--- config.mk ---
export PLATFORM = sky130hd
export DESIGN_NAME = gmii_tx_framer
export DESIGN_NICKNAME = d
export VERILOG_FILES = /design/src/rtl/eth_pkg.sv /design/src/rtl/eth_crc32_d8.sv /design/src/rtl/gmii_tx_framer.sv
export SDC_FILE = /design/constraint.sdc
export NUM_CORES = 1
export LEC_CHECK = 0
export BUFFER_PORTS_ARGS = -buffer_cell sky130_fd_sc_hd__buf_2
export CAP_MARGIN = 25
export CORE_ASPECT_RATIO = 0.6
export CORE_UTILIZATION = 53
export DETAILED_ROUTE_END_ITERATION = 10
export MAX_ROUTING_LAYER = met4
export PLACE_DENSITY = 0.75
export SLEW_MARGIN = 5
export SYNTH_ARGS = -nofsm -noshare
export SYNTH_HDL_FRONTEND = slang
export SYNTH_SLANG_ARGS = --single-unit
--- constraint.sdc ---
create_clock -name clock -period 2.2 [get_ports clock]
set_input_delay 0.66 -clock clock [delete_from_list [all_inputs] [get_ports clock]]
set_output_delay 0.66 -clock clock [all_outputs]
set_load 0.01 [all_outputs]
--- src/rtl/eth_pkg.sv ---
// ---------------------------------------------------------------------------
// eth_pkg
// Shared Ethernet definitions for the GMII transmit framer and the CRC block.
//   TypeByte     : one GMII octet
//   TypeTxState  : framer state encoding
//   ETH_PREAMBLE, ETH_SFD, CRC32_INIT : framing constants
//   crc32_d8()   : one-byte step of the IEEE 802.3 reflected CRC-32
// ---------------------------------------------------------------------------
package eth_pkg;

  typedef logic [7:0] TypeByte;

  typedef enum logic [2:0] {
    ST_IDLE,
    ST_PRE,
    ST_SFD,
    ST_DATA,
    ST_PAD,
    ST_FCS,
    ST_DROP,
    ST_IFG
  } TypeTxState;

  localparam TypeByte     ETH_PREAMBLE = 8'h55;
  localparam TypeByte     ETH_SFD      = 8'hD5;
  localparam logic [31:0] CRC32_INIT   = 32'hFFFF_FFFF;

  // Reflected polynomial, data bit 0 enters first.
  function automatic logic [31:0] crc32_d8(input logic [31:0] crc, input TypeByte d);
    logic [31:0] c;
    c = crc;
    for (int i = 0; i < 8; i++) begin
      if (c[0] ^ d[i]) c = (c >> 1) ^ 32'hEDB8_8320;
      else             c = (c >> 1);
    end
    return c;
  endfunction

endpackage

--- src/rtl/eth_crc32_d8.sv ---
// ---------------------------------------------------------------------------
// eth_crc32_d8
// Registered byte-wide CRC-32 accumulator (also intended for the RX checker).
//   clock   : clock
//   reset_n : async active-low reset, loads CRC32_INIT
//   init    : load CRC32_INIT on the next edge (wins over en)
//   en      : fold data into the running CRC on the next edge
//   data    : byte to fold in
//   crc     : running (non-inverted) CRC register
// ---------------------------------------------------------------------------
module eth_crc32_d8
  import eth_pkg::*;
(
  input  logic        clock,
  input  logic        reset_n,
  input  logic        init,
  input  logic        en,
  input  TypeByte     data,
  output logic [31:0] crc
);

  always_ff @(posedge clock or negedge reset_n) begin
    if (!reset_n)  crc <= CRC32_INIT;
    else if (init) crc <= CRC32_INIT;
    else if (en)   crc <= crc32_d8(crc, data);
  end

endmodule

--- src/rtl/gmii_tx_framer.sv ---
// ---------------------------------------------------------------------------
// gmii_tx_framer
// Turns a payload byte stream into complete GMII frames: preamble, SFD,
// payload, optional zero pad, FCS, then an inter-frame gap. Underrun and
// oversize frames are aborted with tx_er and counted.
//
// Build option: define GMII_TX_PAD_EN to pad short payloads to MIN_PAYLOAD
// bytes of 0x00 (covered by the FCS). Without it runt frames go out as given.
//
// Ports
//   clock, reset_n         : 125 MHz GMII clock, async active-low reset
//   s_data/s_valid/s_last  : payload byte, its valid, end-of-payload marker
//   s_ready                : framer takes s_data this cycle
//   tx_data/tx_en/tx_er    : registered GMII TXD / TX_EN / TX_ER
//   busy                   : framer is not idle
//   frame_cnt, err_cnt     : good frames sent / frames aborted (wrapping)
//
// Handshake: a byte transfers on a rising edge where s_valid && s_ready.
// s_ready depends only on state (high in DATA and DROP), never on s_valid.
// s_valid must be raised to start a frame and held through preamble/SFD;
// s_last is meaningful only together with s_valid.
// ---------------------------------------------------------------------------
module gmii_tx_framer
  import eth_pkg::*;
#(
  parameter int PREAMBLE_LEN = 7,
  parameter int IFG_BYTES    = 12,
  parameter int MIN_PAYLOAD  = 60,
  parameter int MAX_PAYLOAD  = 1514,
  parameter int CNT_W        = 16
) (
  input  logic             clock,
  input  logic             reset_n,
  input  logic [7:0]       s_data,
  input  logic             s_valid,
  input  logic             s_last,
  output logic             s_ready,
  output logic [7:0]       tx_data,
  output logic             tx_en,
  output logic             tx_er,
  output logic             busy,
  output logic [CNT_W-1:0] frame_cnt,
  output logic [CNT_W-1:0] err_cnt
);

  if (PREAMBLE_LEN < 1 || PREAMBLE_LEN > 15) begin : g_bad_pre
    $error("PREAMBLE_LEN must be 1..15");
  end
  if (IFG_BYTES < 1 || IFG_BYTES > 63) begin : g_bad_ifg
    $error("IFG_BYTES must be 1..63");
  end
  if (MIN_PAYLOAD < 1 || MIN_PAYLOAD > MAX_PAYLOAD || MAX_PAYLOAD > 2047) begin : g_bad_len
    $error("need 1 <= MIN_PAYLOAD <= MAX_PAYLOAD <= 2047");
  end

  localparam logic [10:0] PRE_LAST = 11'(PREAMBLE_LEN - 1);
  localparam logic [10:0] MAX_CNT  = 11'(MAX_PAYLOAD);
  // The IDLE cycle that follows IFG is itself a gap cycle on the wire, so
  // IFG lasts one cycle less; with a 1-byte gap IFG is skipped entirely.
  localparam logic [10:0] IFG_LAST = 11'((IFG_BYTES > 1) ? IFG_BYTES - 2 : 0);
  localparam TypeTxState  GAP_ST   = (IFG_BYTES > 1) ? ST_IFG : ST_IDLE;
`ifdef GMII_TX_PAD_EN
  localparam logic [10:0] MIN_CNT  = 11'(MIN_PAYLOAD);
`endif

  TypeTxState  state, state_nxt;
  logic [10:0] cnt, cnt_nxt;        // preamble / payload / FCS / gap index
  logic [10:0] cnt_inc;
  TypeByte     d_nxt;
  logic        en_nxt, er_nxt;
  logic        crc_init, crc_en;
  TypeByte     crc_din;
  logic [31:0] crc;
  logic [31:0] fcs_word;
  logic        inc_frame, inc_err;

  assign cnt_inc  = cnt + 11'd1;
  assign fcs_word = ~crc;
  assign busy     = (state != ST_IDLE);

  eth_crc32_d8 u_crc (
    .clock   (clock),
    .reset_n (reset_n),
    .init    (crc_init),
    .en      (crc_en),
    .data    (crc_din),
    .crc     (crc)
  );

  always_ff @(posedge clock or negedge reset_n) begin
    if (!reset_n) begin
      state     <= ST_IDLE;
      cnt       <= '0;
      tx_data   <= '0;
      tx_en     <= 1'b0;
      tx_er     <= 1'b0;
      frame_cnt <= '0;
      err_cnt   <= '0;
    end else begin
      state   <= state_nxt;
      cnt     <= cnt_nxt;
      tx_data <= d_nxt;
      tx_en   <= en_nxt;
      tx_er   <= er_nxt;
      if (inc_frame) frame_cnt <= frame_cnt + CNT_W'(1);
      if (inc_err)   err_cnt   <= err_cnt + CNT_W'(1);
    end
  end

  always_comb begin
    state_nxt = state;
    cnt_nxt   = cnt;
    d_nxt     = 8'h00;
    en_nxt    = 1'b0;
    er_nxt    = 1'b0;
    crc_init  = 1'b0;
    crc_en    = 1'b0;
    crc_din   = s_data;
    s_ready   = 1'b0;
    inc_frame = 1'b0;
    inc_err   = 1'b0;
    case (state)
      ST_IDLE: begin
        cnt_nxt = '0;
        if (s_valid) state_nxt = ST_PRE;
      end
      ST_PRE: begin
        d_nxt  = ETH_PREAMBLE;
        en_nxt = 1'b1;
        if (cnt == PRE_LAST) begin
          state_nxt = ST_SFD;
          cnt_nxt   = '0;
        end else begin
          cnt_nxt = cnt_inc;
        end
      end
      ST_SFD: begin
        d_nxt     = ETH_SFD;
        en_nxt    = 1'b1;
        cnt_nxt   = '0;
        crc_init  = 1'b1;
        state_nxt = ST_DATA;
      end
      ST_DATA: begin
        s_ready = 1'b1;
        en_nxt  = 1'b1;
        if (s_valid) begin
          d_nxt   = s_data;
          crc_en  = 1'b1;
          cnt_nxt = cnt_inc;
          if (s_last) begin
`ifdef GMII_TX_PAD_EN
            if (cnt_inc < MIN_CNT) begin
              state_nxt = ST_PAD;
            end else begin
              state_nxt = ST_FCS;
              cnt_nxt   = '0;
            end
`else
            state_nxt = ST_FCS;
            cnt_nxt   = '0;
`endif
          end else if (cnt_inc == MAX_CNT) begin
            // cnt stays non-zero on entry: DROP uses that to spot its first cycle.
            state_nxt = ST_DROP;
            inc_err   = 1'b1;
          end
        end else begin
          // Underrun: one poisoned byte, then abandon the frame.
          er_nxt    = 1'b1;
          inc_err   = 1'b1;
          state_nxt = GAP_ST;
          cnt_nxt   = '0;
        end
      end
`ifdef GMII_TX_PAD_EN
      ST_PAD: begin
        en_nxt  = 1'b1;
        crc_en  = 1'b1;
        crc_din = 8'h00;
        if (cnt_inc == MIN_CNT) begin
          state_nxt = ST_FCS;
          cnt_nxt   = '0;
        end else begin
          cnt_nxt = cnt_inc;
        end
      end
`endif
      ST_FCS: begin
        en_nxt = 1'b1;
        case (cnt[1:0])
          2'd0:    d_nxt = fcs_word[7:0];
          2'd1:    d_nxt = fcs_word[15:8];
          2'd2:    d_nxt = fcs_word[23:16];
          default: d_nxt = fcs_word[31:24];
        endcase
        if (cnt[1:0] == 2'd3) begin
          inc_frame = 1'b1;
          state_nxt = GAP_ST;
          cnt_nxt   = '0;
        end else begin
          cnt_nxt = cnt_inc;
        end
      end
      ST_DROP: begin
        s_ready = 1'b1;
        if (cnt != '0) begin
          // First DROP cycle: the oversize byte goes out marked bad.
          en_nxt  = 1'b1;
          er_nxt  = 1'b1;
          d_nxt   = s_valid ? s_data : 8'h00;
          cnt_nxt = '0;
        end
        if (s_valid && s_last) begin
          state_nxt = GAP_ST;
          cnt_nxt   = '0;
        end
      end
      ST_IFG: begin
        if (cnt == IFG_LAST) begin
          state_nxt = ST_IDLE;
          cnt_nxt   = '0;
        end else begin
          cnt_nxt = cnt_inc;
        end
      end
      default: begin
        state_nxt = ST_IDLE;
        cnt_nxt   = '0;
      end
    endcase
  end

endmodule

==> flow_results.xml <==
<?xml version="1.0" encoding="UTF-8"?>
<metrics>
  <group name="placed_design">
    <metric name="place_inst" unit="">722</metric>
    <metric name="port_bufs" unit="">55</metric>
    <metric name="routabilityCongestion" unit="">0.889</metric>
    <metric name="hpwl" unit="µm">9050</metric>
  </group>
  <group name="detailed_routing">
    <metric name="drt_initial_violations" unit="">278</metric>
    <metric name="first_pass_iters" unit="">5</metric>
    <metric name="routedWlPerCell" unit="µm">17.3</metric>
    <metric name="routed_wirelength" unit="µm">12800</metric>
    <metric name="route.antenna.remaining_nets" unit="">0</metric>
    <metric name="detail_route.drc_violations" unit="">0</metric>
    <metric name="vias_per_cell" unit="">5.58</metric>
    <metric name="vias" unit="">4142</metric>
  </group>
  <group name="cts">
    <metric name="ctsHtreeMaxLevel" unit="">3</metric>
    <metric name="cts_root_buffer" unit="">sky130_fd_sc_hd__clkbuf_16</metric>
    <metric name="clk_pin_slew" unit="ns">0.07</metric>
    <metric name="ctsLongestPathBuffers" unit="">2</metric>
    <metric name="cts_tree" unit="">done</metric>
    <metric name="clkSinkCount" unit="">88</metric>
    <metric name="cts_made_buffers" unit="">9</metric>
    <metric name="insertion_delay" unit="ns">0.35</metric>
  </group>
  <group name="global_route">
    <metric name="grt_start_max_net_pins" unit="">38</metric>
    <metric name="number_of_global_route_vias_before_repair" unit="">4007</metric>
    <metric name="groute.usage.overall" unit="%">28.3</metric>
    <metric name="wire_length_of_the_first_global_routing_pass" unit="µm">20800</metric>
    <metric name="grt-ovfl-total" unit="">0</metric>
    <metric name="grt_antenna_before_repair" unit="">0</metric>
  </group>
  <group name="power_and_ir_drop">
    <metric name="p_leak" unit="nW">2.86</metric>
    <metric name="comb_power_share" unit="%">55.3</metric>
    <metric name="internal_power" unit="W">0.00553</metric>
    <metric name="vdd.ir_drop.worst" unit="V">0.000675</metric>
    <metric name="powerDensity" unit="mW/mm²">1460</metric>
    <metric name="power.switching" unit="W">0.00375</metric>
    <metric name="pwr-share-clk" unit="%">16.9</metric>
    <metric name="power.switching_fraction" unit="%">40.4</metric>
    <metric name="power.share.sequential" unit="%">27.8</metric>
  </group>
  <group name="outcome">
    <metric name="status" unit="">finished with violations</metric>
    <metric name="violations_in_the_final_reports" unit="">negative setup slack</metric>
  </group>
  <group name="logic_synthesis">
    <metric name="synth_sequential_area_ratio" unit="%">44.5</metric>
    <metric name="synthArstFlopShare" unit="%">100</metric>
    <metric name="synth.avg_cell_area" unit="µm²">10.1</metric>
    <metric name="yosys_warnings" unit="">0</metric>
    <metric name="register_bit_count_reported_by_yosys" unit="">88</metric>
    <metric name="synth.lib_cells_used.distinct" unit="">58</metric>
    <metric name="synthesis.instances" unit="">499</metric>
    <metric name="syn_nets" unit="">518</metric>
    <metric name="netlist_area" unit="mm²">0.00503</metric>
    <metric name="number_of_enable_type_register_cells_in_the_synthesized_netlist" unit="">0</metric>
    <metric name="synthFlopType" unit="">sky130_fd_sc_hd__dfrtp_1</metric>
  </group>
  <group name="timing">
    <metric name="rsz0062_at_grt" unit="">true</metric>
    <metric name="maxSlewHeadroom" unit="%">64.5</metric>
    <metric name="slew_violations" unit="">0</metric>
    <metric name="setup_violations" unit="">7</metric>
    <metric name="final_critical_path_setup_slack" unit="ns">-0.0773</metric>
    <metric name="period_share" unit="%">104</metric>
    <metric name="worst-slew-pin-transition" unit="ns">0.527</metric>
    <metric name="timing.fmax" unit="GHz">0.439</metric>
    <metric name="finalHoldViolCount" unit="">0</metric>
    <metric name="finalWorstPathRequiredPeriod" unit="ns">2.28</metric>
    <metric name="skew" unit="ns">0.0104</metric>
    <metric name="fin_tns_setup" unit="ns">-0.166</metric>
  </group>
  <group name="layout">
    <metric name="fillCellCount" unit="">706</metric>
    <metric name="layout.cells.most_common_list" unit="">sky130_fd_sc_hd__xnor2_1 (57), sky130_fd_sc_hd__buf_2 (54), sky130_fd_sc_hd__nor2_1 (53), sky130_fd_sc_hd__dfrtp_1 (53), sky130_fd_sc_hd__buf_4 (53)</metric>
    <metric name="layout_commonest_cell" unit="">sky130_fd_sc_hd__xnor2_1</metric>
    <metric name="final_layout_size_suffix_gt1_share" unit="%">34.6</metric>
    <metric name="finalNonFillerCells" unit="">742</metric>
    <metric name="layout-area-overhead-vs-synth" unit="%">26.3</metric>
    <metric name="nNetsFinal" unit="">626</metric>
    <metric name="antenna-diode-count" unit="">0</metric>
  </group>
  <group name="worst_setup_path">
    <metric name="timing.critical_path.cells" unit="">ha_4 -&gt; inv_4 -&gt; ha_4 -&gt; nand4b_1 -&gt; nor2_2 -&gt; a32o_2 -&gt; a31oi_4 -&gt; and4bb_2 -&gt; xor2_1</metric>
    <metric name="crit_fanout" unit="">8</metric>
    <metric name="worstSetupEndpointType" unit="">flop</metric>
    <metric name="crit_path_start_kind" unit="">flop</metric>
    <metric name="critPathMostFrequentCell" unit="">sky130_fd_sc_hd__ha_4</metric>
    <metric name="crit_arrival" unit="ns">2.51</metric>
    <metric name="master_of_the_slowest_instance_on_the_critical_path" unit="">sky130_fd_sc_hd__dfrtp_2</metric>
    <metric name="r2r_start" unit="">cnt[1]$_DFFE_PN0P_</metric>
    <metric name="critical_path.max_stage_delay" unit="ns">0.44</metric>
    <metric name="type_of_the_worst_setup_path" unit="">flop to flop</metric>
    <metric name="crit_path_start" unit="">cnt[1]$_DFFE_PN0P_</metric>
    <metric name="crit_family" unit="">compound AO/OA/AOI/OAI gates</metric>
    <metric name="worstPathRequired" unit="ns">2.44</metric>
    <metric name="critical_path_buffers_and_inverters" unit="">1</metric>
  </group>
  <group name="die">
    <metric name="fp.dieW" unit="µm">128</metric>
    <metric name="placement_rows" unit="">27</metric>
    <metric name="fp.dieH" unit="µm">77.5</metric>
    <metric name="dieArea" unit="mm²">0.00991</metric>
    <metric name="initial_utilization" unit="%">54.8</metric>
    <metric name="count_of_pins_on_the_block_boundary" unit="">56</metric>
    <metric name="design.core.area" unit="mm²">0.00919</metric>
  </group>
  <group name="run">
    <metric name="drv.max_cap_violation_count" unit="">0</metric>
  </group>
  <group name="min_path">
    <metric name="worst_hold_path_type" unit="">input port to async pin</metric>
  </group>
</metrics>
## power by group through the flow
stage	Combinational, W	Clock [W]	Sequential (W)
5_1_grt	0.00554	0.00164	0.00263
3_3_place_gp	0.00484	0	0.00257
2_1_floorplan	0.00326	0	0.00260
3_5_place_dp	0.00493	0	0.00259
4_1_cts	0.00501	0.00158	0.00257
6_report	0.00513	0.00156	0.00258
## worst register-to-register path, stage by stage, from the launching register on
cell and delay, ns:
sky130_fd_sc_hd__dfrtp_2 0.44, sky130_fd_sc_hd__ha_4 0.19, sky130_fd_sc_hd__inv_4 0.06, sky130_fd_sc_hd__ha_4 0.19, sky130_fd_sc_hd__nand4b_1 0.17, sky130_fd_sc_hd__nor2_2 0.07, sky130_fd_sc_hd__a32o_2 0.29, sky130_fd_sc_hd__a31oi_4 0.33
sky130_fd_sc_hd__and4bb_2 0.29, sky130_fd_sc_hd__xor2_1 0.14
## state kept, by name, indices dropped and copies added, names as in the netlist
signal	cells
cnt	11
err_cnt	16
frame_cnt	16
state	3
tx_data	8
tx_en	1
tx_er	1
u_crc.crc	32
## what timing repair did
item	4_1_cts	5_1_grt
pin swaps	7	8
hold endpoints to repair	0	0
setup endpoints to repair	13	31
gates resized for setup	20	12
setup buffers	2	2
hold buffers	0	0
## Yosys cell counts (all sizes together) (6+ instances only)
| cell | count | area (µm²) |
|---|---|---|
| nor3 | 8 | 45.0 |
| xor2 | 40 | 403 |
| a21oi | 33 | 165 |
| nand2 | 37 | 139 |
| clkbuf | 11 | 41.3 |
| o21ai | 19 | 95.1 |
| nor2b | 7 | 43.8 |
| and3 | 7 | 43.8 |
| nand3 | 14 | 70.1 |
| xnor2 | 66 | 657 |
| nor3b | 6 | 50.1 |
| o22ai | 9 | 56.3 |
| inv | 16 | 60.1 |
| nor2 | 54 | 203 |
| dfrtp | 56 | 1400 |
| ha | 7 | 87.6 |
| dfstp | 32 | 841 |
## cells by family (layout without fill, tap and decap cells)
logic type / Yosys count / in the layout / share of synthesized area [%]
AO/OA/AOI/OAI: 101 / 101 / 13.1
buffers and inverters: 32 / 145 / 2.48
multiplexers: 4 / 4 / 0.870
flip-flops: 88 / 88 / 44.5
XOR/XNOR: 106 / 106 / 21.0
AND/OR/NAND/NOR: 161 / 161 / 16.2
adder cells (fa/ha/maj): 7 / 7 / 1.74
## final cells by class
class / instances / area (µm²) / area share [%]
multi-input combinational: 379 / 2830 / 44.5
sequential: 88 / 2250 / 35.3
timing repair buffer: 113 / 762 / 12.0
clock buffer: 10 / 229 / 3.60
tap: 130 / 163 / 2.56
clock inverter: 6 / 70.1 / 1.10
inverter: 16 / 62.6 / 0.984
## through the flow
stage	hold WS (ns)	worst slack, ns	instance area, µm²	util [%]	total power (W)
2_1_floorplan	0.364	0.0203	5060	-	0.00586
6_report	0.230	-0.0773	6360	69.2	0.00927
3_3_place_gp	0.450	-0.0484	5880	64.0	0.00741
3_5_place_dp	0.461	-0.111	5880	64.0	0.00753
5_1_grt	0.250	-0.136	6360	69.2	0.00981
4_1_cts	0.233	-0.00677	6300	68.6	0.00916
## final timing paths
kind,endpoint,cells after the start,slack (ns)
max,err_cnt[11]$_DFFE_PN0P_,9,-0.08
min,frame_cnt[1]$_DFFE_PN0P_,1,0.23
max reg2reg,err_cnt[11]$_DFFE_PN0P_,9,-0.08
min reg2reg,err_cnt[15]$_DFFE_PN0P_,1,0.47
max in group asynchronous,u_crc.crc[5]$_DFFE_PN1P_,2,1.41
min in group clock,err_cnt[15]$_DFFE_PN0P_,1,0.47
## metal layers
metal / routed length (µm) / GRT usage [%] / share of wire [%] / vias to the layer above
met5: 0 / - / 0 / -
met4: 85 / 6.47 / 0.66 / 0
met3: 964 / 7.03 / 7.5 / 8
met2: 5470 / 40.0 / 43 / 166
met1: 6320 / 40.9 / 49 / 2032
li1: - / - / - / 1936
No activity file was read; power rests on OpenSTA's default activity.
